===== config.mk =====
export PLATFORM = sky130hd
export DESIGN_NAME = aes_out_serializer
export DESIGN_NICKNAME = d
export VERILOG_FILES = /design/src/rtl/aes_out_serializer.sv
export SDC_FILE = /design/constraint.sdc
export NUM_CORES = 1
export LEC_CHECK = 0
export CELL_PAD_IN_SITES_DETAIL_PLACEMENT = 2
export CELL_PAD_IN_SITES_GLOBAL_PLACEMENT = 2
export CORE_MARGIN = 3
export CORE_UTILIZATION = 36
export DETAILED_ROUTE_END_ITERATION = 8
export GPL_TIMING_DRIVEN = 0
export HOLD_SLACK_MARGIN = 0.1
export PLACE_DENSITY = 0.85
export SLEW_MARGIN = 30
export SYNTH_ARGS = -nofsm -noshare
export SYNTH_HDL_FRONTEND = slang
export SYNTH_SLANG_ARGS = --single-unit

===== constraint.sdc =====
create_clock -name AES_clk -period 17.7 [get_ports AES_clk]
set_input_delay 3.54 -clock AES_clk [delete_from_list [all_inputs] [get_ports AES_clk]]
set_output_delay 3.54 -clock AES_clk [all_outputs]
set_load 0.02 [all_outputs]

===== src/rtl/aes_out_serializer.sv =====
// aes_out_serializer
// Captures 128-bit AES result blocks on a rising edge of AES_data_out_valid,
// buffers up to BUF_BLOCKS of them and streams each one out as four 32-bit
// words (most-significant word first) over a valid/ready handshake.
// Optional feature macro: AES_SER_PARITY_EN adds the ser_par output
// (XOR-reduce of ser_word, registered alongside it).
module aes_out_serializer #(
  parameter int BUF_BLOCKS = 2
) (
  input  logic         AES_clk,
  input  logic         AES_rst,
  input  logic         AES_data_out_valid,
  input  logic [127:0] AES_data_out,
  output logic         ser_valid,
  input  logic         ser_ready,
  output logic [31:0]  ser_word,
  output logic         ser_last,
  output logic [1:0]   ser_idx,
  output logic [2:0]   buf_level,
  output logic         ovf_err,
  output logic [15:0]  blk_cnt
`ifdef AES_SER_PARITY_EN
  ,
  output logic         ser_par
`endif
);

  // Pointer width: 1 bit for 2 entries, 2 bits for 4 entries.
  localparam int PW = (BUF_BLOCKS > 2) ? 2 : 1;
  localparam logic [PW-1:0] PTR_ONE = PW'(1'b1);
  localparam logic [2:0]    BUF_LVL = 3'(BUF_BLOCKS);

  typedef enum logic [0:0] {
    ST_IDLE = 1'b0,
    ST_SEND = 1'b1
  } state_e;

  // Even parity of a 32-bit word.
  function automatic logic parity32(input logic [31:0] w);
    parity32 = ^w;
  endfunction

  // Word k of a block, word 0 being the most significant.
  function automatic logic [31:0] word_sel(input logic [127:0] blk, input logic [1:0] k);
    case (k)
      2'd0:    word_sel = blk[127:96];
      2'd1:    word_sel = blk[95:64];
      2'd2:    word_sel = blk[63:32];
      2'd3:    word_sel = blk[31:0];
      default: word_sel = blk[127:96];
    endcase
  endfunction

  // State
  state_e         state_q, state_d;
  logic           prev_valid_q, prev_valid_d;
  logic [PW-1:0]  wr_ptr_q, wr_ptr_d;
  logic [PW-1:0]  rd_ptr_q, rd_ptr_d;
  logic [2:0]     level_q, level_d;
  logic           ser_valid_q, ser_valid_d;
  logic [31:0]    ser_word_q, ser_word_d;
  logic [1:0]     ser_idx_q, ser_idx_d;
  logic           ser_last_q, ser_last_d;
  logic           ovf_q, ovf_d;
  logic [15:0]    blk_cnt_q, blk_cnt_d;
  logic           ser_par_q, ser_par_d;
  logic [127:0]   mem_q [BUF_BLOCKS];

  // Combinational helpers
  logic           cap_s;
  logic           hs_s;
  logic           pop_s;
  logic           accept_s;
  logic [127:0]   head_next_s;

  // Rising-edge detect on the result-valid strobe.
  always_comb begin
    prev_valid_d = AES_data_out_valid;
    cap_s        = AES_data_out_valid & ~prev_valid_q;
  end

  // Buffer bookkeeping: pop on the final-word handshake, push on capture if a slot is (or becomes) free.
  always_comb begin
    hs_s      = ser_valid_q & ser_ready;
    pop_s     = hs_s & (ser_idx_q == 2'd3);
    accept_s  = cap_s & ((level_q != BUF_LVL) | pop_s);
    wr_ptr_d  = accept_s ? (wr_ptr_q + PTR_ONE) : wr_ptr_q;
    rd_ptr_d  = pop_s ? (rd_ptr_q + PTR_ONE) : rd_ptr_q;
    level_d   = level_q + {2'b00, accept_s} - {2'b00, pop_s};
    ovf_d     = ovf_q | (cap_s & ~accept_s);
    blk_cnt_d = blk_cnt_q + {15'd0, pop_s};
    // The incoming block becomes the head straight away when nothing else remains queued.
    if (accept_s && (wr_ptr_q == rd_ptr_d)) begin
      head_next_s = AES_data_out;
    end else begin
      head_next_s = mem_q[rd_ptr_d];
    end
  end

  // State register plus all registered outputs and buffer control.
  always_ff @(posedge AES_clk) begin
    if (AES_rst) begin
      state_q      <= ST_IDLE;
      prev_valid_q <= 1'b0;
      wr_ptr_q     <= '0;
      rd_ptr_q     <= '0;
      level_q      <= 3'd0;
      ser_valid_q  <= 1'b0;
      ser_word_q   <= 32'd0;
      ser_idx_q    <= 2'd0;
      ser_last_q   <= 1'b0;
      ovf_q        <= 1'b0;
      blk_cnt_q    <= 16'd0;
      ser_par_q    <= 1'b0;
    end else begin
      state_q      <= state_d;
      prev_valid_q <= prev_valid_d;
      wr_ptr_q     <= wr_ptr_d;
      rd_ptr_q     <= rd_ptr_d;
      level_q      <= level_d;
      ser_valid_q  <= ser_valid_d;
      ser_word_q   <= ser_word_d;
      ser_idx_q    <= ser_idx_d;
      ser_last_q   <= ser_last_d;
      ovf_q        <= ovf_d;
      blk_cnt_q    <= blk_cnt_d;
      ser_par_q    <= ser_par_d;
    end
  end

  // Block storage write port; contents need no reset since the pointers define validity.
  always_ff @(posedge AES_clk) begin
    if (!AES_rst && accept_s) begin
      mem_q[wr_ptr_q] <= AES_data_out;
    end
  end

  // Next-state logic: send while any block is held, idle otherwise.
  always_comb begin
    state_d = ST_IDLE;
    case (state_q)
      ST_IDLE: begin
        if (level_d != 3'd0) begin
          state_d = ST_SEND;
        end else begin
          state_d = ST_IDLE;
        end
      end
      ST_SEND: begin
        if (pop_s) begin
          state_d = (level_d != 3'd0) ? ST_SEND : ST_IDLE;
        end else begin
          state_d = ST_SEND;
        end
      end
      default: state_d = ST_IDLE;
    endcase
  end

  // Output logic: word index advance and the word presented in the next cycle.
  always_comb begin
    ser_idx_d = 2'd0;
    case (state_q)
      ST_IDLE: ser_idx_d = 2'd0;
      ST_SEND: begin
        if (hs_s) begin
          ser_idx_d = pop_s ? 2'd0 : (ser_idx_q + 2'd1);
        end else begin
          ser_idx_d = ser_idx_q;
        end
      end
      default: ser_idx_d = 2'd0;
    endcase
    ser_valid_d = (state_d == ST_SEND);
    if (state_d == ST_SEND) begin
      ser_word_d = word_sel(head_next_s, ser_idx_d);
      ser_last_d = (ser_idx_d == 2'd3);
    end else begin
      ser_word_d = ser_word_q;
      ser_last_d = 1'b0;
    end
    ser_par_d = parity32(ser_word_d);
  end

  assign ser_valid = ser_valid_q;
  assign ser_word  = ser_word_q;
  assign ser_idx   = ser_idx_q;
  assign ser_last  = ser_last_q;
  assign buf_level = level_q;
  assign ovf_err   = ovf_q;
  assign blk_cnt   = blk_cnt_q;
`ifdef AES_SER_PARITY_EN
  assign ser_par   = ser_par_q;
`else
  // Parity flop has no consumer in this build; fold it into a dead sink.
  logic unused_par_s;
  assign unused_par_s = ser_par_q;
`endif

endmodule


==> results by group <==
Outcome
  – Status: finished clean

CTS
  – Clk slew on worst S/H paths: 60 ps
  – CTS Buf Count: 37
  – Post-CTS Hold Buffers: 0
  – Clock Tree Root: clkbuf_16
  – Clock Tree Buf Depth: 3
  – Worst-Skew Late Latency: 550 ps
  – Level count of the clock H-tree: 2
  – Post CTS Setup Buffer Count: 0
  – Post-CTS sizing: 0
  – Clk sinks: 315
  – CTS tree: yes

Global route
  – Initial antenna violation count: 0
  – Overall fraction of global-route tracks in use: 0.281
  – First-pass GRT wire length: 93,600 um
  – Largest net degree at the start of global routing: 13
  – GRT Residual Overflow: 0
  – Vias in the first global route: 14,714

Drt
  – Via count: 13,151
  – Iter 0 DRT Violations: 1,158
  – Residual DRC count: 0
  – Vias/cell: 5.91
  – DRT antenna net count: 0
  – Pre-antenna DRT Iters: 5
  – Wire length per cell: 28.4 um
  – Total Wirelength: 63,100 um

Floorplanning
  – CORE AREA: 0.0410 sq mm
  – Die X: 210 um
  – Core Rows: 74
  – Total Die Area: 0.0443 sq mm
  – Ports: 188
  – Die height: 210 um
  – Initial core utilization: 0.367

Final layout
  – Layout cell share with drive strength beyond 1: 0.0881
  – Most common cell after layout, fill and taps aside: edfxtp_1
  – Nets: 1,801
  – Commonest non-fill, non-tap cells in the layout: edfxtp_1, a21oi_1, nand2_1, nand2b_1, clkdlybuf4s50_1
  – Diodes inserted: 0
  – Util after Layout: 0.465
  – Post-route cell area: 0.0191 sq mm
  – Layout area overhead: 26.9%

Logic synthesis
  – Synth Flop Type: edfxtp_1
  – Yosys reg bits: 315
  – Number of synthesis warnings: 0
  – Unique masters post-synth: 49
  – Ys async rst share: 0
  – Post-synthesis cell area: 0.0150 sq mm
  – Top-area cell type share of the netlist area: 0.511
  – Syn Inst Count: 1,400
  – Syn Nets: 1,538
  – Sequential area share after synthesis: 0.590
  – Post-synth EDFFs: 256
  – Largest cells by area after synthesis: edfxtp_1, nand2b_1, dfxtp_1
  – Cell taking the most area after synthesis: edfxtp_1
  – Mean Syn Cell Area: 10.7 sq um

Critical path
  – FF-to-FF End: ser_word[7]$_SDFFE_PP0P_
  – Worst EP required: 18,190 ps
  – Register-to-register setup slack: 12,840 ps
  – R2r startpoint: ser_idx[1]$_SDFF_PP0_
  – Startpoint Class: input pin
  – CP Cell Sequence: clkdlybuf4s50_1 > nand3_2 > inv_2 > buf_4 > o31a_1 > inv_1 > ha_1 > inv_1 > ha_1 > fa_1 > xor3_1 > nand3_1 > nor2_1 > clkbuf_1 > a221o_1
  – Top delay family on crit path: buffers and inverters
  – Worst Setup Path Type: in2reg
  – Crit-path max FO: 10
  – Worst path max stage delay: 730 ps
  – Worst path bufs/invs: 6
  – R2R depth: 15
  – Slowest stage cell, crit path: clkbuf_1
  – CP Capture Type: flip-flop
  – Critical path arrival: 8040 ps
  – Crit. path cell count: 15

Placement
  – Post-DP Area: 0.0179 sq mm
  – RD Place Congestion: 0.799
  – IO Port Bufs: 186
  – DP HPWL: 43,600 um

Pwr
  – Sw frac: 0.261
  – Gate power share: 0.135
  – Net Switching: 495 uW
  – Maximum vdd drop: 0.0000502 V
  – Static leakage: 6.64 nW
  – Power share of the clock group: 0.404
  – Sequential share of power: 0.461
  – Pwr Density: 99.1 mW/mm^2
  – Pint: 1.40 mW

Hold path
  – Hold Crit Depth: 1
  – Hold path endpoint: ser_word[25]$_SDFFE_PP0P_
  – Hold_sp: ser_word[25]$_SDFFE_PP0P_
  – Hold WC Path Type: reg2reg

STA
  – Unrepaired setup endpoints after global routing: no
  – Slew headroom: 0.340
  – Final Hold Fails: 0
  – Hold_ws: 490 ps
  – Fmax: 132 MHz
  – Fin crit period: 7560 ps
  – Layout Skew: 19.6 ps
  – Fin. max-slew vios: 0
  – Setup TNS: 0 ps
  – Tcrit/Tclk final: 0.427
  – Worst Tran Pin Value: 990 ps
  – Final setup fails: 0

Flow run
  – Max Cap Viol: 0
## power groups by stage
stage / clock, mW / sequential, mW / combinational, mW
after floorplan: 0 / 0.907 / 0.0881
after global placement: 0 / 0.897 / 0.234
after detailed placement: 0 / 0.886 / 0.251
after CTS: 0.773 / 0.871 / 0.253
after global routing: 0.801 / 0.875 / 0.269
final: 0.765 / 0.871 / 0.255
## state kept, by name (all words and copies together) (netlist names)
register / count
blk_cnt: 16
buf_level: 3
mem_q: 256
ovf_err: 1
prev_valid_q: 1
rd_ptr_q: 1
ser_idx: 2
ser_last: 1
ser_valid: 1
ser_word: 32
wr_ptr_q: 1
## metrics by stage
step / setup slack, ps / instances / total power, mW
2_1_floorplan: 3410 / 1400 / 0.995
5_1_grt: 9900 / 2224 / 1.95
4_1_cts: 10130 / 2224 / 1.90
3_5_place_dp: 9580 / 2156 / 1.14
6_report: 10140 / 2224 / 1.89
3_3_place_gp: -4340 / 2118 / 1.13
## layer usage
layer  global-route usage  vias to the layer above  share of wire
met1                0.353                     6794           0.40
met5                    0                        -              0
met3               0.0405                      152          0.065
li1                     -                     5665              -
met4                0.111                        0          0.038
met2                0.490                      540           0.50
## cells in the mapped netlist, drive strengths merged, types with 5 or more instances
cell type	number
inv	8
buf	46
edfxtp	256
nand3	8
a21oi	230
a22oi	64
nand2b	194
nor2b	6
o21ai	100
nor2	18
dfxtp	59
a221o	32
nand2	201
mux2i	32
ha	5
xnor2	7
nor3	5
xor2	6
o2111ai	32
clkbuf	61
## how the worst max path moves through the flow
stage | startpoint | end | slack, ps
3_3_place_gp | ser_ready | mem_q[1][66]$_DFFE_PP_ | -4340
6_report | ser_ready | ser_word[7]$_SDFFE_PP0P_ | 10140
2_1_floorplan | ser_ready | mem_q[1][0]$_DFFE_PP_ | 3410
3_5_place_dp | ser_ready | ser_word[7]$_SDFFE_PP0P_ | 9580
4_1_cts | ser_ready | ser_word[7]$_SDFFE_PP0P_ | 10130
5_1_grt | ser_ready | ser_word[7]$_SDFFE_PP0P_ | 9900
## cell type report
cell class | instances | area, sq um
fill | 4193 | 21900
sequential | 315 | 8870
multi-input combinational | 970 | 5680
timing repair buffer | 224 | 2170
clock buffer | 56 | 1140
tap | 532 | 666
buffer | 107 | 473
clock inverter | 12 | 63.8
inverter | 8 | 30.0
## logic make-up after synthesis
group                    count (synthesis)  synth area share
AO/OA/AOI/OAI                          467             0.187
AND/OR/NAND/NOR                        450             0.152
flip-flops                             315             0.590
buffers and inverters                  115            0.0335
multiplexers                            32            0.0213
XOR/XNOR                                15            0.0112
adder cells (fa/ha/maj)                  6           0.00549
Note: power is estimated with default switching activity, not from simulation.
